**src/rtl/cpu_sequencer_if.sv**
```systemverilog
// cpu_sequencer_if: instruction-memory fetch handshake between sequencer (master) and memory (slave).
interface cpu_sequencer_if #(parameter int PC_WIDTH = 32);
  logic                req;
  logic [PC_WIDTH-1:0] addr;
  logic                ack;
  logic [31:0]         rdata;
  modport master (output req, addr, input ack, rdata);
  modport slave (input req, addr, output ack, rdata);
endinterface

```
**src/rtl/cpu_sequencer.sv**
```systemverilog
// cpu_sequencer: multi-cycle FETCH/DECODE/EXECUTE/WRITEBACK sequencer owning pc and instr.
// Optional CPU_SEQ_HALT_EN: a jump-to-self retires once and then parks in HALT until reset.
module cpu_sequencer #(
  parameter int                  PC_WIDTH = 32,
  parameter logic [PC_WIDTH-1:0] RESET_PC = '0
) (
  input  logic                clk,
  input  logic                rst_n,
  input  logic                run,
  cpu_sequencer_if.master     imem,
  output logic [31:0]         instr,
  input  logic                dec_jump,
  input  logic                dec_branch,
  input  logic [31:0]         dec_jump_address,
  input  logic                dec_write_enable,
  input  logic [31:0]         alu_result,
  output logic                rf_we,
  output logic [PC_WIDTH-1:0] pc,
  output logic                retired,
  output logic                halted
);
  typedef enum logic [2:0] {
    IDLE, FETCH, DECODE, EXECUTE, WRITEBACK
`ifdef CPU_SEQ_HALT_EN
    , HALT
`endif
  } state_t;
  state_t state, state_d;
  logic [PC_WIDTH-1:0] next_pc;
  logic [PC_WIDTH-1:0] target;
  logic unused;
  assign target = dec_jump_address[PC_WIDTH-1:0];
  assign unused = ^alu_result[31:1];
  assign imem.req = state == FETCH;
  assign imem.addr = pc;
`ifdef CPU_SEQ_HALT_EN
  logic halt_q;
  assign halted = state == HALT;
`else
  assign halted = 1'b0;
`endif
  always_comb begin
    state_d = state;
    case (state)
      IDLE:      state_d = run ? FETCH : IDLE;
      FETCH:     state_d = imem.ack ? DECODE : FETCH;
      DECODE:    state_d = EXECUTE;
      EXECUTE:   state_d = WRITEBACK;
`ifdef CPU_SEQ_HALT_EN
      WRITEBACK: state_d = halt_q ? HALT : run ? FETCH : IDLE;
      HALT:      state_d = HALT;
`else
      WRITEBACK: state_d = run ? FETCH : IDLE;
`endif
      default:   state_d = IDLE;
    endcase
  end
  // rf_we/retired are registered on entry to WRITEBACK so outputs stay Moore
  always_ff @(posedge clk or negedge rst_n) begin
    if (!rst_n) begin
      state   <= IDLE;
      pc      <= RESET_PC;
      next_pc <= RESET_PC;
      instr   <= '0;
      rf_we   <= 1'b0;
      retired <= 1'b0;
`ifdef CPU_SEQ_HALT_EN
      halt_q  <= 1'b0;
`endif
    end else begin
      state   <= state_d;
      rf_we   <= state == EXECUTE && dec_write_enable && !dec_jump && !dec_branch;
      retired <= state == EXECUTE;
      if (state == FETCH && imem.ack) instr <= imem.rdata;
      if (state == EXECUTE) next_pc <= (dec_jump || (dec_branch && alu_result[0])) ? target : pc + 1'b1;
      if (state == WRITEBACK) pc <= next_pc;
`ifdef CPU_SEQ_HALT_EN
      if (state == EXECUTE) halt_q <= dec_jump && target == pc;
`endif
    end
  end
endmodule

```
**src/flat_wrapper.sv**
```systemverilog
// flat-port wrapper written by rule: the top's interface ports become plain ports
module cpu_sequencer_flat 
#(
  parameter int                  PC_WIDTH = 32,
  parameter logic [PC_WIDTH-1:0] RESET_PC = '0
)
  (clk, rst_n, run, instr, dec_jump, dec_branch, dec_jump_address, dec_write_enable, alu_result, rf_we, pc, retired, halted, imem_req, imem_addr, imem_ack, imem_rdata);
  cpu_sequencer_if #(.PC_WIDTH(PC_WIDTH)) imem_i ();
  input  logic clk;
  input  logic rst_n;
  input  logic run;
  output logic [31:0] instr;
  input  logic dec_jump;
  input  logic dec_branch;
  input  logic [31:0] dec_jump_address;
  input  logic dec_write_enable;
  input  logic [31:0] alu_result;
  output logic rf_we;
  output logic [PC_WIDTH-1:0] pc;
  output logic retired;
  output logic halted;
  output wire logic [$bits(imem_i.req)-1:0] imem_req;
  output wire logic [$bits(imem_i.addr)-1:0] imem_addr;
  input wire logic [$bits(imem_i.ack)-1:0] imem_ack;
  input wire logic [$bits(imem_i.rdata)-1:0] imem_rdata;
  assign imem_req = imem_i.req;
  assign imem_addr = imem_i.addr;
  assign imem_i.ack = imem_ack;
  assign imem_i.rdata = imem_rdata;
  cpu_sequencer #(.PC_WIDTH(PC_WIDTH), .RESET_PC(RESET_PC)) u_core (.clk(clk), .rst_n(rst_n), .run(run), .imem(imem_i), .instr(instr), .dec_jump(dec_jump), .dec_branch(dec_branch), .dec_jump_address(dec_jump_address), .dec_write_enable(dec_write_enable), .alu_result(alu_result), .rf_we(rf_we), .pc(pc), .retired(retired), .halted(halted));
endmodule
```
**config.mk**
```make
export PLATFORM = sky130hd
export DESIGN_NAME = cpu_sequencer_flat
export DESIGN_NICKNAME = d
export VERILOG_FILES = /design/src/rtl/cpu_sequencer_if.sv /design/src/rtl/cpu_sequencer.sv /design/src/flat_wrapper.sv
export SDC_FILE = /design/constraint.sdc
export NUM_CORES = 1
export LEC_CHECK = 0
export CORE_MARGIN = 1.5
export CORE_UTILIZATION = 43
export DETAILED_ROUTE_END_ITERATION = 16
export PLACE_DENSITY = 0.78
export SETUP_SLACK_MARGIN = 0.1
export SLEW_MARGIN = 20
export SYNTH_ARGS = -nofsm -noshare
export SYNTH_HDL_FRONTEND = slang
export SYNTH_SLANG_ARGS = --single-unit
```
**constraint.sdc**
```tcl
create_clock -name clk -period 2.5 [get_ports clk]
set_input_delay 0.5 -clock clk [delete_from_list [all_inputs] [get_ports clk]]
set_output_delay 0.5 -clock clk [all_outputs]
set_load 0.005 [all_outputs]
```
After elaboration in Yosys (flattened, before gate mapping)

Index checks and enable logic that the tools add are counted.

Latch bits: 0
Register bits after elaboration: 101
Memories kept: 0
Output and inout bits: 100
Memory bits (writable): 0
ROM bits: 0
Logic and storage cells: 25
Input bits: 103

Shift-type cells: 0
Bitwise logic cells: 0
Reductions and logical operators: 10
Divide/modulo/power cells: 0
Magnitude comparators: 0
Multiply operators: 0
Mux-type cells: 4
Eq/ne operators: 4
$add $sub $neg: 1

Operator list:

| kind                                                                  | number |
|---|---|
| 32-bit by 1-bit adder with 32-bit output, second input constant       | 1 |
| 32-bit two-way mux                                                    | 1 |
| 3-bit one-hot mux with 4 select lines                                 | 1 |
| 3-bit by 2-bit equality test with 1-bit output, second input constant | 2 |
| 1-bit logical AND                                                     | 5 |
| 3-bit by 1-bit equality test with 1-bit output, second input constant | 1 |
| 3-bit equality test, second input constant                            | 1 |
| 3-bit logical NOT                                                     | 1 |
| 1-bit logical NOT                                                     | 2 |
| 2-bit two-way mux                                                     | 1 |
| 2-bit OR reduction                                                    | 1 |
| 1-bit logical OR                                                      | 1 |
| 1-bit two-way mux                                                     | 1 |

Logic depth before layout (Yosys ltp)

Word-level depth: 4
Depth in mapped cells: 8
Gate-level depth less buffers: 6

Worst setup path after synthesis

OpenSTA, ideal clock, no wires.

Path kind: register to register
Start: reg u_core.state[1]
End: reg u_core.instr[10]
Clock period less this slack: 1.844 ns
Stages on the path, launching flop included: 7
Data required time: 2.375 ns
Buffers on the path: 3
Library setup time: 0.125 ns
Setup slack: 0.656 ns
Data arrival time: 1.719 ns
Path through: dfrtp_1 -> clkbuf_1 -> nor3b_1 -> and2_1 -> clkbuf_1 -> buf_2 -> mux2_2

Longest elaborated chain between the ends: 2

Ends and longest elaborated chain:

| item                                           | line                | source |
|---|---|---|
| start, declared                                | cpu_sequencer.sv:28 | `state_t state, state_d;` |
| start signal, assigned                         | cpu_sequencer.sv:71 | `state <= state_d;` |
| 3-bit by 1-bit equality test with 1-bit output | n/a                 |  |
| via imem_req                                   | flat_wrapper.sv:22  | `output wire logic [$bits(imem_i.req)-1:0] imem_req;` |
| 1-bit logical AND                              | cpu_sequencer.sv:74 | `if (state == FETCH && imem.ack) instr <= imem.rdata;` |
| end signal, assigned                           | cpu_sequencer.sv:74 |  |
| end, declared                                  | cpu_sequencer.sv:11 | `output logic [31:0] instr,` |

The timed path passes the listed nets, and every way through them passes these cells.
A chain may end at the register's enable or synchronous reset.

Final worst setup path

Start: reg u_core.state[1]
End: out imem_req

Longest elaborated chain between the ends: 1

Ends and longest elaborated chain:

| item                                           | line                | source |
|---|---|---|
| 3-bit by 1-bit equality test with 1-bit output | cpu_sequencer.sv:34 | `assign imem.req = state == FETCH;` |
| end, declared                                  | flat_wrapper.sv:22  |  |

Every way passes these cells.

==> summary.md <==
| Metric | Value |
|---|---|
| Initial cell density of the core | 0.445 |
| First-pass GRT wire length | just under 20000 um |
| Leak Pwr | 0.00279 uW |
| Place WS | roughly 0.3 ns |
| VDD IR max | between 0.0005 and 0.0006 V |
| Mapped cell area | 0.00486 mm^2 |
| Yosys top cell area share | 0.520 |
| Setup crit end kind | primary output |
| Status | complete, no violations |
| Worst Tran Pin Value | approximately 0.67 ns |
| Setup slack after layout | 0.270 ns |
| N_diodes | 0 |
| Vias | ~3700 |
| CTS root buf | clkbuf_16 |
| Mapped Cells | between 400 and 500 |
| Max-cap viol count | 0 |
| RSZ-0062 raised after global routing | false |
| Critical path class | reg -> out |
| Final Hold Vio Count | 0 |
| Post-CTS Hold Fix Bufs | 0 |
| FFs w/ async S/R, synth | 1.00 |
| Iter 0 DRT Violations | 128 |
| Vias in the first global route | roughly 3800 |
| Routed WL | around 12000 um |
| Register area share after synthesis | 0.520 |
| Vias/cell | between 5 and 6 |
| DIE AREA | roughly 0.012 mm^2 |
| Yosys Warn Count | 0 |
| Most common cell after layout, fill and taps aside | clkdlybuf4s50_1 |
| Die H | approximately 110 um |
| Slew margin rel. | 0.555 |
| Drt pass-1 iters | 4 |
| Worst Path Max Fanout | 6 |
| Initial antenna violation count | 0 |
| Total gr overflow | 0 |
| Endpoints failing setup | 0 |
| Area delta synth->final | 40.6% |
| DR WL/cell | ~17 um |
| Setup TNS | 0 ns |
| Skew final | ~0.0085 ns |
| Post-synth top flop | dfrtp_1 |
| Netlist cell types | 44 |
| Clk slew on worst S/H paths | about 0.070 ns |
| I/O Pins | a little over 200 |
| Post-DRT Antenna Nets | 0 |
| Tot GR Track Use | 0.213 |
| Site Rows | 38 |
| Final Max Tran Viols | 0 |
| Number of synthesized flops with an enable pin | 0 |
| Largest cells by area after synthesis | dfrtp_1 52%, mux2_2 14%, buf_4 5.2% |
| Fin Hold WS | about 0.11 ns |
| Data arrival time of the worst path | between 1.5 and 2 ns |
| Post-synth top area cell | dfrtp_1 |
| Synth Register Bits | approximately 100 |
| Post-synth net total | between 500 and 600 |
| Hpwl dp | 8690 um |
| Worst R2R Path Depth | 5 |
| CTS buffer count | 9 |
| Min Tclk post-route | approximately 2.2 ns |
| Input/output buffers | between 150 and 200 |
| Max Root-Sink Buffers | 2 |
| Layout cells sized above 1 | 0.177 |
| Largest net degree at the start of global routing | 50 |
| CORE AREA | 0.0109 mm^2 |
| GP Congestion | 0.773 |
| Nets | 669 |
| CTS tree | done |
| Fmax | between 0.4 and 0.5 GHz |
| Post-CTS sizing | 0 |
| Hold WC Path Type | in -> async |
| Number of H-tree levels | 3 |
| Startpoint types | flop |
| Most frequent cells in the layout | 169 x clkdlybuf4s50_1, 101 x dfrtp_1, 59 x mux2_2 |
| Sink Count | 101 |
| Die Wd | ~110 um |
| Syn Area/Cell | between 10 and 15 um^2 |
| Post-CTS Setup Bufs | 0 |
| DRC viols | 0 |
| Clk_lat worst skew | between 0.3 and 0.4 ns |
| Period utilization | 0.892 |
| Pwr Density | around 1100 mW/mm^2 |
| Critical Path RT | about 2 ns |
worst max-delay path, stage by stage, from the launching register on:
cell,delay (ns)
dfrtp_1,0.47
nor3b_1,0.34
clkdlybuf4s50_1,0.59
registers in the layout (all words and copies together), names as in the netlist:
register,count
u_core.imem.addr,32
u_core.instr,32
u_core.next_pc,32
u_core.state,3
u_core.retired,1
u_core.rf_we,1
metal layers:
layer / share of wire / vias up / track usage
li1: - / 1752 / -
met1: 0.41 / 1828 / 0.264
met2: 0.52 / 108 / 0.374
met3: 0.044 / 20 / 0.0385
met4: 0.019 / 0 / 0.0686
met5: 0 / - / 0
cells in the mapped netlist (3+ instances only):
| library cell | count |
|---|---|
| xor2_1 | 13 |
| and2_1 | 3 |
| mux2_2 | 59 |
| clkbuf_1 | 13 |
| a21oi_1 | 11 |
| nand2_1 | 27 |
| inv_1 | 8 |
| o21ai_1 | 7 |
| buf_4 | 34 |
| mux2i_1 | 4 |
| nor2_1 | 12 |
| a22oi_1 | 17 |
| dfrtp_1 | 101 |
| nor3_1 | 4 |
| xnor2_1 | 13 |
| nand4_1 | 11 |
| nor4_1 | 4 |
| nand3_1 | 13 |
| o21ai_0 | 36 |
| a21o_1 | 3 |
| buf_2 | 5 |
report_power, final:
part	leakage [uW]	internal [uW]	switching (uW)
combinational	0.00138	2120	1110
sequential	0.00125	2380	718
clock	0.000159	894	637
total	0.00279	5400	2460
logic make-up after synthesis:
group                    Yosys count  share of synthesized area
adder cells (fa/ha/maj)            1                    0.00257
AND/OR/NAND/NOR                   94                      0.113
other                              1                   0.000771
buffers and inverters             62                     0.0795
XOR/XNOR                          26                     0.0468
flip-flops                       101                      0.520
AO/OA/AOI/OAI                     77                     0.0908
multiplexers                      64                      0.147
cell type report:
cell class / count / area [um^2]
Fill cell: 941 / 4100
Sequential cell: 101 / 2530
Multi-Input combinational cell: 263 / 1960
Timing Repair Buffer: 182 / 1810
Clock buffer: 9 / 225
Tap cell: 140 / 175
Clock inverter: 7 / 105
Inverter: 8 / 30.0
worst paths after layout:
| path | startpoint | to | slack, ns |
|---|---|---|---|
| min in group clk | u_core.state[2] | u_core.state[1] | 0.46 |
| hold reg to reg | u_core.state[2] | u_core.state[1] | 0.46 |
| hold / removal | rst_n | u_core.instr[5] | 0.11 |
| setup reg to reg | u_core.imem.addr[3] | u_core.next_pc[29] | 0.50 |
| max in group asynchronous | rst_n | u_core.next_pc[23] | 1.75 |
| setup / recovery | u_core.state[1] | imem_req | 0.27 |
per-stage QoR:
step | power, uW | cells | util | cell area [um^2]
floorplan | 4660 | 426 | - | 4860
global placement | 6250 | 694 | 0.595 | 6510
detailed placement | 6400 | 694 | 0.595 | 6510
CTS | 7950 | 710 | 0.625 | 6840
global route | 8390 | 710 | 0.625 | 6840
finish | 7860 | 710 | 0.625 | 6840
(Power assumes the default switching activity.)
